## src/rtl/tick_sched_if.sv

```systemverilog
// Handshake and status bundle for tick_sched.
// master: drives run and the cfg_valid/cfg_div offer; observes cfg_ready and tick status.
// slave: the scheduler itself; accepts run/config, drives cfg_ready, tick, tick_half, active, cur_div.
interface tick_sched_if #(
  parameter int WIDTH = 8
);
  logic             run;
  logic             cfg_valid;
  logic [WIDTH-1:0] cfg_div;
  logic             cfg_ready;
  logic             tick;
  logic             tick_half;
  logic             active;
  logic [WIDTH-1:0] cur_div;

  modport master (
    output run, cfg_valid, cfg_div,
    input  cfg_ready, tick, tick_half, active, cur_div
  );

  modport slave (
    input  run, cfg_valid, cfg_div,
    output cfg_ready, tick, tick_half, active, cur_div
  );
endinterface

```

## src/rtl/tick_sched.sv

```systemverilog
// Programmable tick scheduler: one-cycle tick every cur_div clocks plus a half-rate square wave.
// Latency: first tick lands div cycles after run is sampled in IDLE; all outputs registered.
// Backpressure: cfg_ready drops while a ratio is pending and returns once it is applied at a period boundary.
//
// Ports:
//   clk_in     - sole clock, rising edge
//   rst_n      - synchronous active-low reset
//   ctrl.run       (in)  level, 1 = count
//   ctrl.cfg_valid (in)  ratio offered on cfg_div
//   ctrl.cfg_div   (in)  requested ratio (values below 2 are stored as 2)
//   ctrl.cfg_ready (out) ratio can be accepted this cycle
//   ctrl.tick      (out) one-cycle pulse per period
//   ctrl.tick_half (out) toggles on every tick
//   ctrl.active    (out) 1 while running
//   ctrl.cur_div   (out) ratio in effect
module tick_sched #(
  parameter int WIDTH       = 8,
  parameter int DEFAULT_DIV = 100
) (
  input  logic       clk_in,
  input  logic       rst_n,
  tick_sched_if.slave ctrl
);

  typedef enum logic {
    IDLE = 1'b0,
    RUN  = 1'b1
  } state_t;

  state_t           state_q;
  logic [WIDTH-1:0] cnt_q;
  logic [WIDTH-1:0] cur_div_q;
  logic [WIDTH-1:0] pend_div_q;
  logic             pend_valid_q;
  logic             tick_q;
  logic             tick_half_q;
  logic             active_q;

  logic             cfg_xfer_d;
  logic [WIDTH-1:0] cfg_div_clamped_d;
  logic [WIDTH-1:0] next_div_d;
  logic [WIDTH-1:0] reload_d;
  logic [WIDTH-1:0] cnt_dec_d;

  // Ratio that governs the period about to start: a pending value always
  // takes over at the boundary, so reloads come from it when present.
  // Both candidates are >= 2, so the reload value is always >= 1.
  always_comb begin
    cfg_xfer_d        = ctrl.cfg_valid && !pend_valid_q;
    cfg_div_clamped_d = (ctrl.cfg_div < WIDTH'(2)) ? WIDTH'(2) : ctrl.cfg_div;
    next_div_d        = pend_valid_q ? pend_div_q : cur_div_q;
    reload_d          = next_div_d - WIDTH'(1);
    cnt_dec_d         = cnt_q - WIDTH'(1);
  end

  always_ff @(posedge clk_in) begin
    if (!rst_n) begin
      state_q      <= IDLE;
      cnt_q        <= '0;
      cur_div_q    <= WIDTH'(DEFAULT_DIV);
      pend_div_q   <= '0;
      pend_valid_q <= 1'b0;
      tick_q       <= 1'b0;
      tick_half_q  <= 1'b0;
      active_q     <= 1'b0;
    end else begin
      // Accepting a ratio and applying a pending one are mutually exclusive
      // (accept needs pend_valid_q=0, apply needs it =1), so the two
      // writes to pend_valid_q below never collide.
      if (cfg_xfer_d) begin
        pend_div_q   <= cfg_div_clamped_d;
        pend_valid_q <= 1'b1;
      end

      case (state_q)
        IDLE: begin
          tick_q <= 1'b0;
          if (pend_valid_q) begin
            cur_div_q    <= pend_div_q;
            pend_valid_q <= 1'b0;
          end
          if (ctrl.run) begin
            state_q  <= RUN;
            active_q <= 1'b1;
            cnt_q    <= reload_d;
          end
        end

        RUN: begin
          if (!ctrl.run) begin
            // Stop wins over a terminal count: no tick, half-wave frozen.
            state_q  <= IDLE;
            active_q <= 1'b0;
            tick_q   <= 1'b0;
            cnt_q    <= '0;
          end else if (cnt_q == '0) begin
            tick_q      <= 1'b1;
            tick_half_q <= ~tick_half_q;
            cnt_q       <= reload_d;
            if (pend_valid_q) begin
              cur_div_q    <= pend_div_q;
              pend_valid_q <= 1'b0;
            end
          end else begin
            tick_q <= 1'b0;
            cnt_q  <= cnt_dec_d;
          end
        end

        default: begin
          state_q  <= IDLE;
          active_q <= 1'b0;
          tick_q   <= 1'b0;
        end
      endcase
    end
  end

  assign ctrl.cfg_ready = !pend_valid_q;
  assign ctrl.tick      = tick_q;
  assign ctrl.tick_half = tick_half_q;
  assign ctrl.active    = active_q;
  assign ctrl.cur_div   = cur_div_q;

endmodule

```

## src/flat_wrapper.sv

```systemverilog
// flat-port wrapper written by rule: the top's interface ports become plain ports
module tick_sched_flat 
#(
  parameter int WIDTH       = 8,
  parameter int DEFAULT_DIV = 100
)
  (clk_in, rst_n, ctrl_run, ctrl_cfg_valid, ctrl_cfg_div, ctrl_cfg_ready, ctrl_tick, ctrl_tick_half, ctrl_active, ctrl_cur_div);
  tick_sched_if #(.WIDTH(WIDTH)) ctrl_i ();
  input  logic clk_in;
  input  logic rst_n;
  input wire logic [$bits(ctrl_i.run)-1:0] ctrl_run;
  input wire logic [$bits(ctrl_i.cfg_valid)-1:0] ctrl_cfg_valid;
  input wire logic [$bits(ctrl_i.cfg_div)-1:0] ctrl_cfg_div;
  output wire logic [$bits(ctrl_i.cfg_ready)-1:0] ctrl_cfg_ready;
  output wire logic [$bits(ctrl_i.tick)-1:0] ctrl_tick;
  output wire logic [$bits(ctrl_i.tick_half)-1:0] ctrl_tick_half;
  output wire logic [$bits(ctrl_i.active)-1:0] ctrl_active;
  output wire logic [$bits(ctrl_i.cur_div)-1:0] ctrl_cur_div;
  assign ctrl_i.run = ctrl_run;
  assign ctrl_i.cfg_valid = ctrl_cfg_valid;
  assign ctrl_i.cfg_div = ctrl_cfg_div;
  assign ctrl_cfg_ready = ctrl_i.cfg_ready;
  assign ctrl_tick = ctrl_i.tick;
  assign ctrl_tick_half = ctrl_i.tick_half;
  assign ctrl_active = ctrl_i.active;
  assign ctrl_cur_div = ctrl_i.cur_div;
  tick_sched #(.WIDTH(WIDTH), .DEFAULT_DIV(DEFAULT_DIV)) u_core (.clk_in(clk_in), .rst_n(rst_n), .ctrl(ctrl_i));
endmodule
```

## config.mk

```make
export PLATFORM = sky130hd
export DESIGN_NAME = tick_sched_flat
export DESIGN_NICKNAME = d
export VERILOG_FILES = /design/src/rtl/tick_sched_if.sv /design/src/rtl/tick_sched.sv /design/src/flat_wrapper.sv
export SDC_FILE = /design/constraint.sdc
export NUM_CORES = 1
export LEC_CHECK = 0
export ABC_AREA = 1
export CAP_MARGIN = 15
export CORE_MARGIN = 2
export CORE_UTILIZATION = 45
export CTS_CLUSTER_DIAMETER = 50
export DETAILED_ROUTE_END_ITERATION = 10
export PLACE_DENSITY = 0.71
export SYNTH_ARGS = -nofsm -noshare
export SYNTH_HDL_FRONTEND = slang
export SYNTH_SLANG_ARGS = --single-unit
```

## constraint.sdc

```tcl
create_clock -name clk_in -period 1.5 [get_ports clk_in]
set_input_delay 0.3 -clock clk_in [delete_from_list [all_inputs] [get_ports clk_in]]
set_output_delay 0.3 -clock clk_in [all_outputs]
set_load 0.05 [all_outputs]
```

* Word-level counts from Yosys, hierarchy flattened
Index checks and enable logic that the tools add are counted.
Storage, ports and cells: register bits 29, input port bits 12, output and inout bits 12, logic and storage cells 44
Operators by class: add/subtract/negate cells 2, $lt $le $gt $ge 1, eq/ne operators 4, mux-type cells 21, bitwise logic cells 2, reductions and logical operators 6
Operator list (number):
- $mux W8 | 7
- $pmux W8 S2 | 2
- $sub A8 B1 Y8 const B | 2
- $mux W1 | 9
- $logic_not A8 Y1 | 1
- $lt A8 B2 Y1 const B | 1
- $ne A2 B2 Y1 const B | 4
- $pmux W1 S2 | 3
- $reduce_and A2 Y1 | 2
- $reduce_and A3 Y1 | 1
- $not A1 Y1 | 2
- $logic_and A1 B1 Y1 | 1
- $logic_not A1 Y1 | 1

* Logic depth before layout (Yosys ltp)
depth after elaboration 7, depth in mapped cells 12, gate-level depth less buffers 12

* Least setup slack after synthesis
Ideal clock, no wire load.
path type flip-flop to flip-flop, start point register u_core.cur_div_q[0] (netlist: u_core.ctrl.cur_div[0]), end point register u_core.cnt_q[2], library setup time 0.127 ns, arrival time 1.626 ns, data required time 1.373 ns, setup slack -0.254 ns, cell stages (with the launch flop) 9, cell sequence dfxtp_1 > inv_1 > o21ai_2 > inv_1 > ha_1 > inv_1 > xor2_1 > o211ai_1 > a21oi_1
On the way: cells in the longest elaborated chain, start to end 5, elaborated cells on any way between the ends 6
RTL lines:
- from (decl) | line tick_sched.sv:32 | logic [WIDTH-1:0] cur_div_q;
- from (signal assigned) | line tick_sched.sv:60 | cur_div_q <= WIDTH'(DEFAULT_DIV);
- from (signal assigned) | line tick_sched.sv:79 | cur_div_q <= pend_div_q;
- from (signal assigned) | line tick_sched.sv:101 | cur_div_q <= pend_div_q;
- $mux W8 *
- $sub A8 B1 Y8 * | line tick_sched.sv:52 | reload_d = next_div_d - WIDTH'(1);
- $mux W8 | line tick_sched.sv:96 | end else if (cnt_q == '0) begin
- $mux W8 | line tick_sched.sv:90 | if (!ctrl.run) begin
- $pmux W8 S2 * | line tick_sched.sv:75 | case (state_q)
- to (signal assigned) | line tick_sched.sv:85 | cnt_q <= reload_d;
- to (signal assigned) | line tick_sched.sv:99 | cnt_q <= reload_d;
- to (signal assigned) | line tick_sched.sv:106 | cnt_q <= cnt_dec_d;
- to (decl) | line tick_sched.sv:31 | logic [WIDTH-1:0] cnt_q;
Mark *: on every way between the ends. The rest lies on a longest branch, timed or not. The select of a mux whose other input is x is not followed. A chain may end at the register's enable or synchronous reset.

* Worst setup path in the final report
start point register u_core.cnt_q[4], end point register u_core.cur_div_q[7] (netlist: u_core.ctrl.cur_div[7])
On the way: cells in the longest elaborated chain, start to end 3
RTL lines (line):
- $logic_not A8 Y1 | tick_sched.sv:96
- $ne A2 B2 Y1 (no line)
- $reduce_and A2 Y1 (no line)
No other way between the ends.

==> results.md <==
* Via count at about 1700
* Worst slew pin tran at about 360 ps
* Leak pwr at roughly 1.1 nW
* GPL Wtd Cong at 0.808
* Via-to-Cell Ratio at about 4.9
* DRC Markers at 0
* Combinational power share at between 30 and 40%
* Maximum VDD drop at roughly 0.60 mV
* Die width at around 65 um
* Clock power frac at 30.7%
* First-pass DRT Iterations at 4
* Critical path launch point type: flip-flop
* Total CTS buffers at 5
* Crit-path max FO at 4
* Total grt overflow at 0
* Clock Latency Late Sink at 290 ps
* Most frequent cells in the layout: nand2_1 (51), inv_1 (32), buf_4 (30)
* Data arrival, critical path at approximately 1600 ps
* DR WL/cell at between 10 and 15 um
* Avg Cell Area, Syn at ~7.0 um^2
* Die height at 65.0 um
* Initial Util at a little under half
* P_sw at 0.000913 W
* Synthesis-stage register bit count at 29
* Die Area at between 0.004 and 0.005 mm^2
* Final ANT Viol Nets at 0
* Pin count of the biggest net entering global routing at 15
* Slew Limit Headroom at 75.5%
* Status: complete, no violations
* Root Driver: clkbuf_8
* DP HPWL at 3040 um
* Most frequent CP cell: nor2_8
* H-tree Lvls at 2
* Antenna violations before repair at 0
* Crit path kind: reg2reg
* Endpoints failing setup at 0
* CTS sink count at 29
* Most common cell after layout, fill and taps aside: nand2_1
* Switching power share of the total at 33.3%
* CTS tree: yes
* Worst setup EP type: flip-flop
* Synthesis Warnings at 0
* Final number of hold-violating endpoints at 0
* Max Clk Rate at about 710 MHz
* Clock skew at 8.28 ps
* Top Ports at 24
* Register share of total power at between 30% and 40%
* Number of global-route vias before repair at between 1500 and 2000
* Slowest cell on the critical path: dfxtp_1
* Hold WC Path Type: reg2reg
* All-layer global routing usage at 20.9%
* Utilization after layout at between 60% and 70%
* Clk pin slew, worst setup/hold paths at around 70 ps
* Post-Place Cells at between 300 and 400
* Cell internal pwr at 0.00183 W
* Seq/Total Area, Yosys at about a third
* Syn Nets at ~260
* First-pass GRT wire length at approximately 6800 um
* Overall Power at 0.00275 W
* Core Region at 0.00361 mm^2
* Crit-path max cell delay at 350 ps
* Layout cells sized above 1 at 32.2%
* Port bufs at 23
* Data required time of the worst path at around 1700 ps
* Cell count after synthesis at 238
* Row cnt at 22
* 1st-iter DRT viols at 90
* Max-Cap Viols at 0
* Layout fillers at 282
* CTS hold repair buffers at 0
* Drt total wl at roughly 4000 um
* Cells along the critical path: nor2_2 -> nand2_2 -> nor2_4 -> nor2_8 -> nor2_8 -> buf_4 -> nor2_1 -> a211oi_2
* Layout Cells excl Fill at about 340
* Fin. max-slew vios at 0
* Clock Path Buffers at 2
* Ant diodes at 0
* Layout area overhead at 49.2%
* Synth area leaders: dfxtp_1 (35%), nand2_1 (12%), inv_1 (7.6%), a21oi_1 (6.6%), o21ai_0 (6.0%)
* Most area-hungry cell type in the Yosys netlist: dfxtp_1
* Power Density at 1100 mW/mm^2
* Final worst path period share at between 90% and 100%
* Final Critical Period at roughly 1400 ps
* Synth top area share at a little over a third
* Final #Nets at 311
* Post-synthesis cell type count at 32
* Mapped Area at ~0.0017 mm^2
==> path summary, 6_finish.rpt <==
kind / slack [ps] / cells past startpoint / from / endpoint
setup reg to reg: 80 / 8 / u_core.cnt_q[4] / u_core.ctrl.cur_div[7]
hold / removal: 460 / 2 / u_core.pend_div_q[4] / u_core.pend_div_q[4]
hold reg to reg: 460 / 2 / u_core.pend_div_q[4] / u_core.pend_div_q[4]
setup / recovery: 80 / 8 / u_core.cnt_q[4] / u_core.ctrl.cur_div[7]
==> area by class of cell <==
class	instances	area, um^2	share of cell area [%]
tap	48	60.1	2.41
clock buffer	7	86.3	3.46
timing repair buffer	54	596	23.9
inverter	38	155	6.22
sequential	29	592	23.7
clock inverter	1	30.0	1.20
multi-input combinational	166	975	39.1
==> metal layers <==
metal	up-vias	share of wire, %	global-route usage [%]
met5	-	0	0
met4	0	1.9	8.51
met3	7	5.5	6.42
met2	44	46	31.4
met1	761	47	27.8
li1	882	-	-
==> sequential cells by signal, summed over array words and instances, names as in the netlist <==
signal and count:
u_core.ctrl.tick 1, u_core.pend_div_q 8, u_core.ctrl.cur_div 8, u_core.ctrl.tick_half 1, u_core.cnt_q 8, u_core.ctrl.active 1
u_core.pend_valid_q 1, u_core.state_q 1
==> kinds of logic (layout without fill, tap and decap cells) <==
logic type / after synthesis / after routing / synth area share (%)
AND/OR/NAND/NOR: 104 / 104 / 31.1
buffers and inverters: 43 / 100 / 10.7
XOR/XNOR: 2 / 2 / 1.05
adder cells (fa/ha/maj): 5 / 5 / 3.74
flip-flops: 29 / 29 / 34.7
AO/OA/AOI/OAI: 55 / 55 / 18.6
==> cell usage after synthesis <==
cell,instances
o21ai_2,1
or2_0,1
clkinv_1,1
nand2_4,2
inv_1,34
ha_1,5
xor2_1,2
nor2_1,11
nor2_8,2
o21bai_1,1
o21ai_0,20
inv_4,1
clkbuf_1,3
nor3_1,1
a21oi_1,22
dfxtp_1,29
o211ai_2,1
o21ai_1,5
nand2_2,7
buf_4,2
nand3_2,1
a211oi_2,2
inv_2,1
nand2_1,54
inv_8,1
nor4_1,1
nor2_2,1
o211ai_1,3
nor2_4,3
or2_1,1
nand3_1,18
nand4_1,1
==> power by group through the flow <==
| stage | Combinational, W | Sequential (W) | Clock [W] |
|---|---|---|---|
| final | 0.000978 | 0.000925 | 0.000844 |
| after global routing | 0.00107 | 0.000935 | 0.000891 |
| after CTS | 0.000897 | 0.000923 | 0.000846 |
| after detailed placement | 0.000882 | 0.000938 | 0 |
| after global placement | 0.000869 | 0.000937 | 0 |
| after floorplan | 0.000459 | 0.00101 | 0 |
==> critical path, delay by kind of cell, from the launching register on <==
family	cells	cell delay [ps]
simple gates	6	700
buf+inv	1	150
compound gates	1	130
flops	1	350
==> per-stage QoR <==
step | hold WS, ps | instance area, um^2 | setup slack (ps) | setup TNS, ps
floorplan | 393 | 1680 | 0.763 | 0
global placement | 442 | 2250 | -219 | -1750
detailed placement | 453 | 2250 | -221 | -2000
CTS | 462 | 2370 | 11.5 | 0
global route | 491 | 2490 | -10.2 | -19.1
finish | 464 | 2490 | 82.4 | 0
==> timing repair <==
action / in CTS / in global routing
pin swaps: 1 / 10
gates resized for setup: 2 / 21
endpoints found under the setup margin: 5 / 11
setup buffers: 1 / 7
hold endpoints to repair: 0 / 0
Note: power is estimated with default switching activity, not from simulation.
